==> src/rtl/apb_arbiter_if.sv <==
// Bundled APB signals for the N-to-1 arbiter: upstream requester slots (apbs_*)
// and the single downstream port (apbm_*).
interface apb_arbiter_if #(
  parameter int N_MASTERS = 2,
  parameter int W_ADDR    = 16,
  parameter int W_DATA    = 32
);
  logic [N_MASTERS*W_ADDR-1:0] apbs_paddr;
  logic [N_MASTERS-1:0]        apbs_psel;
  logic [N_MASTERS-1:0]        apbs_penable;
  logic [N_MASTERS-1:0]        apbs_pwrite;
  logic [N_MASTERS*W_DATA-1:0] apbs_pwdata;
  logic [N_MASTERS*W_DATA-1:0] apbs_phartid;
  logic [N_MASTERS-1:0]        apbs_pready;
  logic [N_MASTERS*W_DATA-1:0] apbs_prdata;
  logic [N_MASTERS-1:0]        apbs_pslverr;

  logic [W_ADDR-1:0]           apbm_paddr;
  logic                        apbm_psel;
  logic                        apbm_penable;
  logic                        apbm_pwrite;
  logic [W_DATA-1:0]           apbm_pwdata;
  logic [W_DATA-1:0]           apbm_phartid;
  logic                        apbm_pready;
  logic [W_DATA-1:0]           apbm_prdata;
  logic                        apbm_pslverr;

  // slave: the arbiter itself (completer to requesters, initiator downstream)
  modport slave (
    input  apbs_paddr, apbs_psel, apbs_penable, apbs_pwrite, apbs_pwdata, apbs_phartid,
    output apbs_pready, apbs_prdata, apbs_pslverr,
    output apbm_paddr, apbm_psel, apbm_penable, apbm_pwrite, apbm_pwdata, apbm_phartid,
    input  apbm_pready, apbm_prdata, apbm_pslverr
  );

  // master: the environment around the arbiter (requesters plus downstream completer)
  modport master (
    output apbs_paddr, apbs_psel, apbs_penable, apbs_pwrite, apbs_pwdata, apbs_phartid,
    input  apbs_pready, apbs_prdata, apbs_pslverr,
    input  apbm_paddr, apbm_psel, apbm_penable, apbm_pwrite, apbm_pwdata, apbm_phartid,
    output apbm_pready, apbm_prdata, apbm_pslverr
  );
endinterface

==> src/rtl/apb_arbiter.sv <==
// Round-robin N-to-1 APB arbiter: one grant held per transfer, clean SETUP/ACCESS
// downstream, losers stalled with pready low.
module apb_arbiter_lane #(
  parameter int W_DATA = 32
) (
  input  logic              hit,
  input  logic [W_DATA-1:0] rdata_in,
  input  logic              err_in,
  output logic              pready,
  output logic [W_DATA-1:0] prdata,
  output logic              pslverr
);
  assign pready  = hit;
  assign prdata  = hit ? rdata_in : '0;
  assign pslverr = hit & err_in;
endmodule

module apb_arbiter #(
  parameter int N_MASTERS = 2,
  parameter int W_ADDR    = 16,
  parameter int W_DATA    = 32
) (
  input logic         clk,
  input logic         rst,
  apb_arbiter_if.slave bus
);
  localparam int GW = (N_MASTERS > 1) ? $clog2(N_MASTERS) : 1;

  typedef enum logic [1:0] {IDLE, SETUP, ACCESS} state_t;

  state_t               state;
  logic [GW-1:0]        gnt, last, nxt;
  logic                 any_req, dropped, psel_q, penable_q;
  logic [N_MASTERS-1:0] hit;
  logic                 unused_penable;

  // Requester penable carries no information the FSM needs.
  assign unused_penable = ^bus.apbs_penable;

  function automatic logic [GW-1:0] rr_idx(input logic [GW-1:0] base, input int k);
    int s;
    s = int'(base) + k;
    if (s >= N_MASTERS) s -= N_MASTERS;
    return GW'(s);
  endfunction

  // Scan backwards so the slot nearest last+1 is the final (winning) assignment.
  always_comb begin
    nxt     = last;
    any_req = 1'b0;
    for (int k = N_MASTERS; k >= 1; k--) begin
      if (bus.apbs_psel[rr_idx(last, k)]) begin
        nxt     = rr_idx(last, k);
        any_req = 1'b1;
      end
    end
  end

  always_ff @(posedge clk or posedge rst) begin
    if (rst) begin
      state     <= IDLE;
      gnt       <= '0;
      last      <= GW'(N_MASTERS - 1);
      psel_q    <= 1'b0;
      penable_q <= 1'b0;
      dropped   <= 1'b0;
    end else begin
      case (state)
        IDLE: begin
          dropped <= 1'b0;
          if (any_req) begin
            gnt    <= nxt;
            psel_q <= 1'b1;
            state  <= SETUP;
          end
        end
        SETUP: begin
          penable_q <= 1'b1;
          state     <= ACCESS;
          if (!bus.apbs_psel[gnt]) dropped <= 1'b1;
        end
        ACCESS: begin
          if (!bus.apbs_psel[gnt]) dropped <= 1'b1;
          if (bus.apbm_pready) begin
            last      <= gnt;
            psel_q    <= 1'b0;
            penable_q <= 1'b0;
            state     <= IDLE;
          end
        end
        default: state <= IDLE;
      endcase
    end
  end

  assign bus.apbm_psel    = psel_q;
  assign bus.apbm_penable = penable_q;
  assign bus.apbm_paddr   = bus.apbs_paddr[int'(gnt)*W_ADDR +: W_ADDR];
  assign bus.apbm_pwrite  = bus.apbs_pwrite[gnt];
  assign bus.apbm_pwdata  = bus.apbs_pwdata[int'(gnt)*W_DATA +: W_DATA];
  assign bus.apbm_phartid = bus.apbs_phartid[int'(gnt)*W_DATA +: W_DATA];

  // A requester that abandoned its transfer gets no response; the downstream side still completes.
  always_comb begin
    hit = '0;
    if (state == ACCESS && bus.apbm_pready && !dropped && bus.apbs_psel[gnt])
      hit[gnt] = 1'b1;
  end

  for (genvar i = 0; i < N_MASTERS; i++) begin : g_lane
    apb_arbiter_lane #(.W_DATA(W_DATA)) u_lane (
      .hit      (hit[i]),
      .rdata_in (bus.apbm_prdata),
      .err_in   (bus.apbm_pslverr),
      .pready   (bus.apbs_pready[i]),
      .prdata   (bus.apbs_prdata[i*W_DATA +: W_DATA]),
      .pslverr  (bus.apbs_pslverr[i])
    );
  end
endmodule
==> src/flat_wrapper.sv <==
// flat-port wrapper written by rule: the top's interface ports become plain ports
module apb_arbiter_flat 
#(
  parameter int N_MASTERS = 2,
  parameter int W_ADDR    = 16,
  parameter int W_DATA    = 32
)
  (clk, rst, bus_apbs_paddr, bus_apbs_psel, bus_apbs_penable, bus_apbs_pwrite, bus_apbs_pwdata, bus_apbs_phartid, bus_apbs_pready, bus_apbs_prdata, bus_apbs_pslverr, bus_apbm_paddr, bus_apbm_psel, bus_apbm_penable, bus_apbm_pwrite, bus_apbm_pwdata, bus_apbm_phartid, bus_apbm_pready, bus_apbm_prdata, bus_apbm_pslverr);
  apb_arbiter_if #(.N_MASTERS(N_MASTERS), .W_ADDR(W_ADDR), .W_DATA(W_DATA)) bus_i ();
  input logic clk;
  input logic rst;
  input wire logic [$bits(bus_i.apbs_paddr)-1:0] bus_apbs_paddr;
  input wire logic [$bits(bus_i.apbs_psel)-1:0] bus_apbs_psel;
  input wire logic [$bits(bus_i.apbs_penable)-1:0] bus_apbs_penable;
  input wire logic [$bits(bus_i.apbs_pwrite)-1:0] bus_apbs_pwrite;
  input wire logic [$bits(bus_i.apbs_pwdata)-1:0] bus_apbs_pwdata;
  input wire logic [$bits(bus_i.apbs_phartid)-1:0] bus_apbs_phartid;
  output wire logic [$bits(bus_i.apbs_pready)-1:0] bus_apbs_pready;
  output wire logic [$bits(bus_i.apbs_prdata)-1:0] bus_apbs_prdata;
  output wire logic [$bits(bus_i.apbs_pslverr)-1:0] bus_apbs_pslverr;
  output wire logic [$bits(bus_i.apbm_paddr)-1:0] bus_apbm_paddr;
  output wire logic [$bits(bus_i.apbm_psel)-1:0] bus_apbm_psel;
  output wire logic [$bits(bus_i.apbm_penable)-1:0] bus_apbm_penable;
  output wire logic [$bits(bus_i.apbm_pwrite)-1:0] bus_apbm_pwrite;
  output wire logic [$bits(bus_i.apbm_pwdata)-1:0] bus_apbm_pwdata;
  output wire logic [$bits(bus_i.apbm_phartid)-1:0] bus_apbm_phartid;
  input wire logic [$bits(bus_i.apbm_pready)-1:0] bus_apbm_pready;
  input wire logic [$bits(bus_i.apbm_prdata)-1:0] bus_apbm_prdata;
  input wire logic [$bits(bus_i.apbm_pslverr)-1:0] bus_apbm_pslverr;
  assign bus_i.apbs_paddr = bus_apbs_paddr;
  assign bus_i.apbs_psel = bus_apbs_psel;
  assign bus_i.apbs_penable = bus_apbs_penable;
  assign bus_i.apbs_pwrite = bus_apbs_pwrite;
  assign bus_i.apbs_pwdata = bus_apbs_pwdata;
  assign bus_i.apbs_phartid = bus_apbs_phartid;
  assign bus_apbs_pready = bus_i.apbs_pready;
  assign bus_apbs_prdata = bus_i.apbs_prdata;
  assign bus_apbs_pslverr = bus_i.apbs_pslverr;
  assign bus_apbm_paddr = bus_i.apbm_paddr;
  assign bus_apbm_psel = bus_i.apbm_psel;
  assign bus_apbm_penable = bus_i.apbm_penable;
  assign bus_apbm_pwrite = bus_i.apbm_pwrite;
  assign bus_apbm_pwdata = bus_i.apbm_pwdata;
  assign bus_apbm_phartid = bus_i.apbm_phartid;
  assign bus_i.apbm_pready = bus_apbm_pready;
  assign bus_i.apbm_prdata = bus_apbm_prdata;
  assign bus_i.apbm_pslverr = bus_apbm_pslverr;
  apb_arbiter #(.N_MASTERS(N_MASTERS), .W_ADDR(W_ADDR), .W_DATA(W_DATA)) u_core (.clk(clk), .rst(rst), .bus(bus_i));
endmodule
==> config.mk <==
export PLATFORM = sky130hd
export DESIGN_NAME = apb_arbiter_flat
export DESIGN_NICKNAME = d
export VERILOG_FILES = /design/src/rtl/apb_arbiter_if.sv /design/src/rtl/apb_arbiter.sv /design/src/flat_wrapper.sv
export SDC_FILE = /design/constraint.sdc
export NUM_CORES = 1
export LEC_CHECK = 0
export ABC_CLOCK_PERIOD_IN_PS = 2400
export BUFFER_PORTS_ARGS = -buffer_cell sky130_fd_sc_hd__buf_2
export CAP_MARGIN = 20
export CORE_AREA = 5 5 136 138
export DETAILED_ROUTE_END_ITERATION = 8
export DIE_AREA = 0 0 141 143
export SLEW_MARGIN = 20
export SYNTH_ARGS = -nofsm -noshare
export SYNTH_HDL_FRONTEND = slang
export SYNTH_SLANG_ARGS = --single-unit
==> constraint.sdc <==
create_clock -name clk -period 2.4 [get_ports clk]
set_clock_uncertainty 0.1 [all_clocks]
set_input_delay 0.36 -clock clk [delete_from_list [all_inputs] [get_ports clk]]
set_output_delay 0.36 -clock clk [all_outputs]
set_load 0.01 [all_outputs]
==> reports/results.tsv, run 1 <==
metric	value	unit
tightestPinTransition	0.372	ns
crit_chain	inv_1 -> ha_1 -> nand2_4 -> nor3_4 -> buf_12 -> and2_1 -> buf_2	
avgSynthCellArea	9.21	sq um
layout_common_cells	350 x buf_2, 82 x mux2_2, 66 x and2_1	
place_inst	764	
crit_family	simple AND/OR/NAND/NOR gates	
vias_per_cell	3.59	
synth_cells	204	
timing.slew.headroom	0.752	
finalNonFillerCells	770	
r2r-start	u_core.state[0]	
place_hpwl	10600	um
setup_viol	0	
crit_slowest_cell	dfrtp_1	
r2r_cells	5	
cts_tree	built	
first_global_vias	2792	
min_from	bus_apbs_psel[1]	
cts_max_level	1	
slew_violations	0	
initial_core_util	0.110	
startpoint_type	register	
fmax	443	MHz
crit_fanout	34	
numCtsBuffers	3	
coreArea	0.0171	sq mm
gr-total-overflow	0	
dr.pass1.iters	4	
drive_gt1_frac	0.816	
first_iter_violations	48	
syn2layout_area_growth	108	%
rr_endpoint	u_core.state[0]	
root_buffer	clkbuf_16	
hold_viol_final	0	
grt_pass1_wl	15400	um
ys_warn_count	0	
outcome	finished clean	
p_per_area	671	mW/mm^2
routed_wirelength	11600	um
drc	0	
ys_seq_area_frac	0.0939	
fin_util	0.229	
p_leak	2.27	nW
portBuffers	350	
insertion_delay	0.23	ns
tns	0	ns
cts_sinks	7	
grt_max_degree	69	
finalCritPeriodShare	0.941	
globalplace.congestion	0.765	
cp.required	1.94	ns
avgRoutedWirePerCell	15.1	um
track_usage	0.0993	
critPathBufInv	3	
path_class	reg -> out	
final_common_cell	buf_2	
fp.dieW	141	um
syn_area	0.00188	sq mm
regToRegSetupSlack	0.97	ns
finalCriticalPeriod	2.26	ns
clk_path_buf_depth	2	
ant_nets	0	
core.rowCount	48	
die_y	143	um
cts_resized	0	
ir_drop	0.348	mV
holdPathEnd	u_core.gnt	
hold_class	in -> reg	
postCtsSetupRepairBufs	0	
cap_violations	0	
hold_buffers	1	
critPathLaunch	u_core.state[0]	
clk_pin_slew	0.04	ns
die-area	0.0202	sq mm
antenna_found_initial	4	
critPathArrivalTime	1.80	ns
critPathCaptureType	primary output	
rsz0062_at_grt	no	
syn-num-nets	409	
ys_ff_latch	7	
fin_nets	750	
cpPeakStageDelay	0.37	ns
min_path_cells	2	
top_level_ports	353	
vias	2768	
synth.distinct_cells	22	
-- sequential cells by signal, summed over array words and instances (netlist names) --
register                 count
u_core.state                 2
u_core.bus.apbm_psel         1
u_core.gnt                   1
u_core.bus.apbm_penable      1
u_core.dropped               1
u_core.last                  1
-- synthesized netlist by cell type --
cell | count | area (sq um)
nand2b_1 | 1 | 6.26
buf_4 | 11 | 82.6
nand2_4 | 1 | 11.3
ha_1 | 3 | 37.5
buf_6 | 6 | 67.6
a21oi_1 | 1 | 5.00
nor3_4 | 2 | 32.5
nand3_1 | 2 | 10.0
and2_1 | 66 | 413
o311ai_0 | 1 | 8.76
buf_2 | 2 | 10.0
dfstp_2 | 1 | 26.3
nand2_1 | 6 | 22.5
mux2i_1 | 1 | 10.0
nor2_1 | 1 | 3.75
a32o_1 | 1 | 10.0
inv_1 | 5 | 18.8
nor2b_1 | 1 | 6.26
mux2_2 | 82 | 923
o21a_1 | 1 | 7.51
dfrtp_1 | 6 | 150
o21ai_0 | 3 | 15.0
-- logic make-up after synthesis --
kind of cell	after synthesis	share of synthesized area
multiplexers	83	0.497
adder cells (fa/ha/maj)	3	0.0200
AO/OA/AOI/OAI	7	0.0246
buffers and inverters	24	0.0953
flip-flops	7	0.0939
AND/OR/NAND/NOR	80	0.269
-- layout make-up --
cell class / instances / area (sq um)
flip-flops and latches: 7 / 180
repair buffers: 355 / 1830
inverters: 5 / 18.8
fillers: 1897 / 13100
clock buffers: 4 / 78.8
multi-input cells: 173 / 1520
well taps: 225 / 282
diodes: 1 / 2.50
-- worst reg2reg max path, stage by stage (launching register included) --
cell	delay, ns
dfrtp_1	0.37
inv_1	0.11
ha_1	0.28
nor2b_1	0.23
o21ai_0	0.12
o21a_1	0.11
-- worst max path at each step --
stage / end / slack, ns / cells past startpoint
after CTS: bus_apbs_prdata[38] / 0.11 / 7
final: bus_apbs_prdata[38] / 0.14 / 7
after detailed placement: bus_apbs_prdata[38] / 0.36 / 7
after global routing: bus_apbs_prdata[48] / 0.02 / 7
after global placement: bus_apbs_prdata[38] / 0.38 / 7
after floorplan: bus_apbs_prdata[22] / 0.59 / 6
-- metal layers --
layer | part of all wire | global-route usage | up-vias
li1 | - | - | 1376
met1 | 0.31 | 0.0957 | 1177
met2 | 0.53 | 0.195 | 207
met3 | 0.14 | 0.0452 | 8
met4 | 0.011 | 0.0184 | 0
met5 | 0 | 0 | -
-- per-stage QoR --
stage          hold WS, ns  power [mW]  setup WS, ns  area (sq um)
2_1_floorplan       0.0627        1.58         0.589          1880
3_3_place_gp         0.210        2.38         0.379          3820
3_5_place_dp         0.213        2.40         0.360          3820
4_1_cts              0.341        2.70         0.112          3910
5_1_grt              0.352        2.83        0.0196          3910
6_report             0.335        2.63         0.142          3910
-- power breakdown --
group / total [mW] / switching [mW] / internal (mW)
Clock: 0.285 / 0.0640 / 0.221
Sequential: 0.235 / 0.0477 / 0.187
Combinational: 2.11 / 1.03 / 1.07
Total: 2.63 / 1.14 / 1.48
Note: power is estimated with default switching activity, not from simulation.
==> run 2: changes to the inputs <==
Settings changed: ABC_CLOCK_PERIOD_IN_PS 2400 to 2000, CORE_AREA 5 5 136 138 to 5 5 133 135, DIE_AREA 0 0 141 143 to 0 0 138 140, REMOVE_ABC_BUFFERS set to 1.
Clock period 2.4 ns to 2 ns, I/O delays scaled along.
==> run 2 against run 1 <==
Effect of this change: the run now ends with setup timing left; final cell count increased by 0.78%; sequential cell count unchanged; sequential power increased by 24%; register-to-register slack got worse by 0.39 ns; clock power increased by 19%; wire length increased by 5.6%; combinational power increased by 26%; clock-buffer cell count unchanged; die area decreased by 4.2%; non-clock buffer count increased by 12; critical path depth increased by 1; worst setup slack got worse by 0.16 ns; largest power group unchanged.
==> reports/results.tsv, run 2 (synthesis results as in run 1) <==
metric	value	unit
first_iter_violations	24	
hold_viol_final	0	
finalInstanceArea	0.00419	sq mm
vias_per_cell	3.74	
fp.dieW	138	um
drive_gt1_frac	0.853	
gr-total-overflow	0	
slew_violations	0	
core.rowCount	47	
globalplace.congestion	0.846	
timing.slew.headroom	0.781	
hold_class	in -> reg	
grt_pass1_wl	17000	um
place_hpwl	10500	um
cts_sinks	7	
crit_chain	inv_2 -> ha_4 -> nand2_8 -> nor3_4 -> buf_4 -> buf_12 -> and2_1 -> buf_2	
grt_max_degree	60	
insertion_delay	0.23	ns
p_leak	2.37	nW
critPathArrivalTime	1.62	ns
cpPeakStageDelay	0.38	ns
outcome	finished, violations left	
die_y	140	um
top_register	u_core.state	
post-route-worst-setup-slack	-0.0231	ns
cp.required	1.60	ns
finalCritPeriodShare	1.01	
dr.pass1.iters	3	
coreArea	0.0163	sq mm
cap_violations	0	
antenna_found_initial	1	
crit_slowest_cell	dfrtp_1	
final_common_cell	buf_2	
n_antenna_cell	0	
crit_fanout	17	
layout_common_cells	334 x buf_2, 82 x mux2_2, 51 x and2_1	
rsz0062_at_grt	yes	
first_global_vias	3077	
p_per_area	786	mW/mm^2
r2r_cells	6	
drc	0	
root_buffer	clkbuf_16	
min_path_cells	2	
tightestPinTransition	0.328	ns
routed_wirelength	12300	um
ff_latch_area	180	sq um
placed_area	0.00382	sq mm
clk_pin_slew	0.03	ns
die-area	0.0193	sq mm
largest_reg_flops	2	
clk_path_buf_depth	2	
syn2layout_area_growth	123	%
cts_max_level	1	
fillers	1783	
violations	setup timing	
portBuffers	350	
fmax	494	MHz
ant_nets	0	
setup_viol	26	
startpoint_type	register	
critPathCaptureType	primary output	
top_level_ports	353	
power	3.29	mW
ir_drop	0.384	mV
vias	2906	
numCtsBuffers	3	
cts_tree	built	
fin_nets	762	
track_usage	0.110	
tns	-0.167	ns
initial_core_util	0.115	
path_class	reg -> out	
finalCriticalPeriod	2.02	ns
multi_input_area	0.00159	sq mm
regToRegSetupSlack	0.58	ns
avgRoutedWirePerCell	15.8	um
## run 2: final timing paths
kind | start | endpoint
max | u_core.state[0] | bus_apbs_prdata[15]
min | bus_apbs_psel[1] | u_core.gnt
max reg2reg | u_core.state[0] | u_core.state[0]
min reg2reg | u_core.bus.apbm_penable | u_core.bus.apbm_penable
max in group asynchronous | rst | u_core.last
min in group asynchronous | rst | u_core.dropped
## run 2: per-layer routing
metal,GRT usage,vias up,part of all wire
met2,0.188,217,0.48
met1,0.117,1271,0.36
li1,-,1400,-
met5,0,-,0.0011
met3,0.0648,16,0.15
met4,0.0224,2,0.020
## run 2: layout make-up
class,instances,share of cell area
sequential,7,0.0430
multi-input combinational,173,0.380
clock buffer,4,0.0188
timing repair buffer,367,0.488
tap,220,0.0658
inverter,5,0.00448
## run 2: worst max-delay path: cells and delay by family (launching register included)
| kind | cells | cell delay, ns |
|---|---|---|
| buffers and inverters | 4 | 0.50 |
| AND/OR/NAND/NOR | 3 | 0.35 |
| adder cells (fa/ha/maj) | 1 | 0.16 |
| flip-flops | 1 | 0.38 |
## run 2: report_power, final
| group | internal (mW) | switching (mW) | leakage, nW | total [mW] |
|---|---|---|---|---|
| clock | 0.265 | 0.0742 | 0.0382 | 0.339 |
| combinational | 1.39 | 1.28 | 2.25 | 2.66 |
| sequential | 0.224 | 0.0667 | 0.0771 | 0.291 |
| total | 1.88 | 1.42 | 2.37 | 3.29 |
## run 2: through the flow
step	instances	utilization	hold WS (ns)	worst slack [ns]
floorplan	185	-	0.00267	-1.57
global placement	759	0.233	0.151	0.105
detailed placement	759	0.233	0.149	0.0927
CTS	769	0.244	0.273	-0.00405
global route	776	0.256	0.277	-0.110
finish	776	0.256	0.272	-0.0231
## run 2: what timing repair did
action,in CTS,in global routing
endpoints found under the hold margin,6,0
cloned,1,3
buffers inserted,4,6
endpoints found under the setup margin,68,70
pin swaps,10,18
hold buffers,1,0
gates resized for setup,7,33
==> run 3: changes to the inputs <==
Settings changed: BUFFER_PORTS_ARGS -buffer_cell sky130_fd_sc_hd__buf_2 to unset, CORE_AREA 5 5 133 135 to 5 5 136 138, DIE_AREA 0 0 138 140 to 0 0 141 143, DONT_BUFFER_PORTS set to 1.
==> run 3 against run 2 <==
Effect of this change: the run still ends with setup timing left; first-iteration DRC count up 100%; wire length fell by 20%; die area increased by 4.4%; non-clock buffer count is 351 lower; via count down 41%; global-route usage is 3.3 points lower; sequential share of layout area is 2.9 points higher.
==> reports/results.tsv, run 3 (synthesis results as in run 1) <==
metric	value	unit
hold_class	in -> reg	
setup_viol	20	
sw_frac_of_total	0.469	
vias_per_cell	3.95	
place_hpwl	8380	um
first_global_vias	1633	
drive_gt1_frac	0.776	
dp_slack	0.141	ns
fin_nets	411	
globalplace.congestion	0.842	
path_class	reg -> out	
finalCritPeriodShare	1.01	
place_inst	416	
clk_path_buf_depth	2	
numCtsBuffers	3	
tightestPinTransition	0.362	ns
critPathArrivalTime	1.61	ns
track_usage	0.0769	
clk_pin_slew	0.04	ns
regToRegSetupSlack	0.54	ns
drc	0	
ant_nets	0	
fillers	1909	
final_common_cell	mux2_2	
violations	setup timing	
placed_area	0.00209	sq mm
largest_reg_flops	2	
seq_power_share	0.118	
top_level_ports	353	
finalInstanceArea	0.00249	sq mm
gr-total-overflow	0	
syn2layout_area_growth	32.5	%
fmax	497	MHz
cts_sinks	7	
root_buffer	clkbuf_16	
rr_endpoint	u_core.bus.apbm_psel	
rsz0062_at_grt	yes	
p_int	1.39	mW
die-area	0.0202	sq mm
cts_max_level	1	
p_per_area	1050	mW/mm^2
antenna_found_initial	1	
top_register	u_core.state	
r2r_cells	5	
cts_tree	built	
ir_drop	0.562	mV
startpoint_type	register	
avgRoutedWirePerCell	22.7	um
finalCriticalPeriod	2.01	ns
insertion_delay	0.23	ns
slew_violations	0	
tns	-0.140	ns
hold_viol_final	0	
dr.pass1.iters	5	
cp.required	1.60	ns
routed_wirelength	9830	um
grt_max_degree	65	
coreArea	0.0171	sq mm
holdPathEnd	u_core.gnt	
fp.dieW	141	um
min_from	bus_apbs_psel[1]	
grt_pass1_wl	11400	um
portBuffers	0	
first_iter_violations	49	
pwr-share-comb	0.752	
initial_core_util	0.110	
outcome	finished, violations left	
vias	1708	
critPathCaptureType	primary output	
crit_fanout	8	
finalNonFillerCells	432	
p_switching	1.23	mW
die_y	143	um
post-route-worst-setup-slack	-0.0114	ns
layout_common_cells	82 x mux2_2, 51 x and2_4, 15 x and2_1	
min_path_cells	1	
p_leak	0.937	nW
timing.slew.headroom	0.759	
cap_violations	0	
r2r-start	u_core.state[0]	
core.rowCount	48	
power_frac_clock	0.130	
## run 3: cell count changes in the layout (fill, tap and decap cells not counted), sizes merged
| cell | before | now |
|---|---|---|
| diode | 0 | 2 |
| buf | 365 | 12 |
| clkbuf | 5 | 7 |
## run 3: power groups by stage
stage / Combinational [mW] / Clock (mW) / Sequential (mW)
after floorplan: 1.34 / 0 / 0.482
after global placement: 1.89 / 0 / 0.301
after detailed placement: 1.90 / 0 / 0.306
after CTS: 1.93 / 0.345 / 0.310
after global routing: 2.11 / 0.349 / 0.323
final: 1.97 / 0.342 / 0.308
## run 3: how the worst max path moves through the flow
stage | start | to | slack [ns]
after floorplan | u_core.gnt | bus_apbs_prdata[32] | -1.57
after global placement | u_core.state[0] | bus_apbs_pslverr[1] | 0.18
after detailed placement | u_core.state[0] | bus_apbs_prdata[32] | 0.14
after CTS | u_core.state[0] | bus_apbs_prdata[43] | 0.009
after global routing | u_core.state[0] | bus_apbs_prdata[61] | -0.07
final | u_core.state[0] | bus_apbs_prdata[60] | -0.01
## run 3: cell type report
type,count,area [sq um],share of cell area
Timing Repair Buffer,16,245,0.0985
Sequential cell,7,180,0.0724
Inverter,5,18.8,0.00754
Antenna cell,2,5.00,0.00201
Multi-Input combinational cell,173,1680,0.675
Tap cell,225,282,0.113
Clock buffer,4,78.8,0.0317
## run 3: timing repair
action                                 4_1_cts  5_1_grt
resized for setup                            4       62
endpoints found under the hold margin        6        0
setup endpoints to repair                   68       67
pin swaps                                    1       20
hold buffers                                 1        0
buffers inserted                             2        5
gates cloned                                 1        3
## run 3: metrics by stage
stage / hold slack (ns) / total power [mW] / util
floorplan: 0.00267 / 1.82 / -
global placement: 0.0438 / 2.19 / 0.122
detailed placement: 0.0469 / 2.21 / 0.122
CTS: 0.142 / 2.59 / 0.131
global route: 0.149 / 2.79 / 0.146
finish: 0.142 / 2.62 / 0.146
## run 3: layer usage
metal / vias up / GRT usage / routed length (um)
met5: - / 0 / 0
met4: 0 / 0.0168 / 157
met3: 8 / 0.0342 / 1510
met2: 217 / 0.146 / 5070
met1: 785 / 0.0778 / 3090
li1: 698 / - / -
## run 3: critical path, stage by stage, from the launching register on
cell	delay [ns]
dfrtp_1	0.38
inv_2	0.10
ha_4	0.18
nand2_8	0.07
nor3_4	0.19
buf_12	0.15
clkbuf_16	0.15
and2_4	0.15
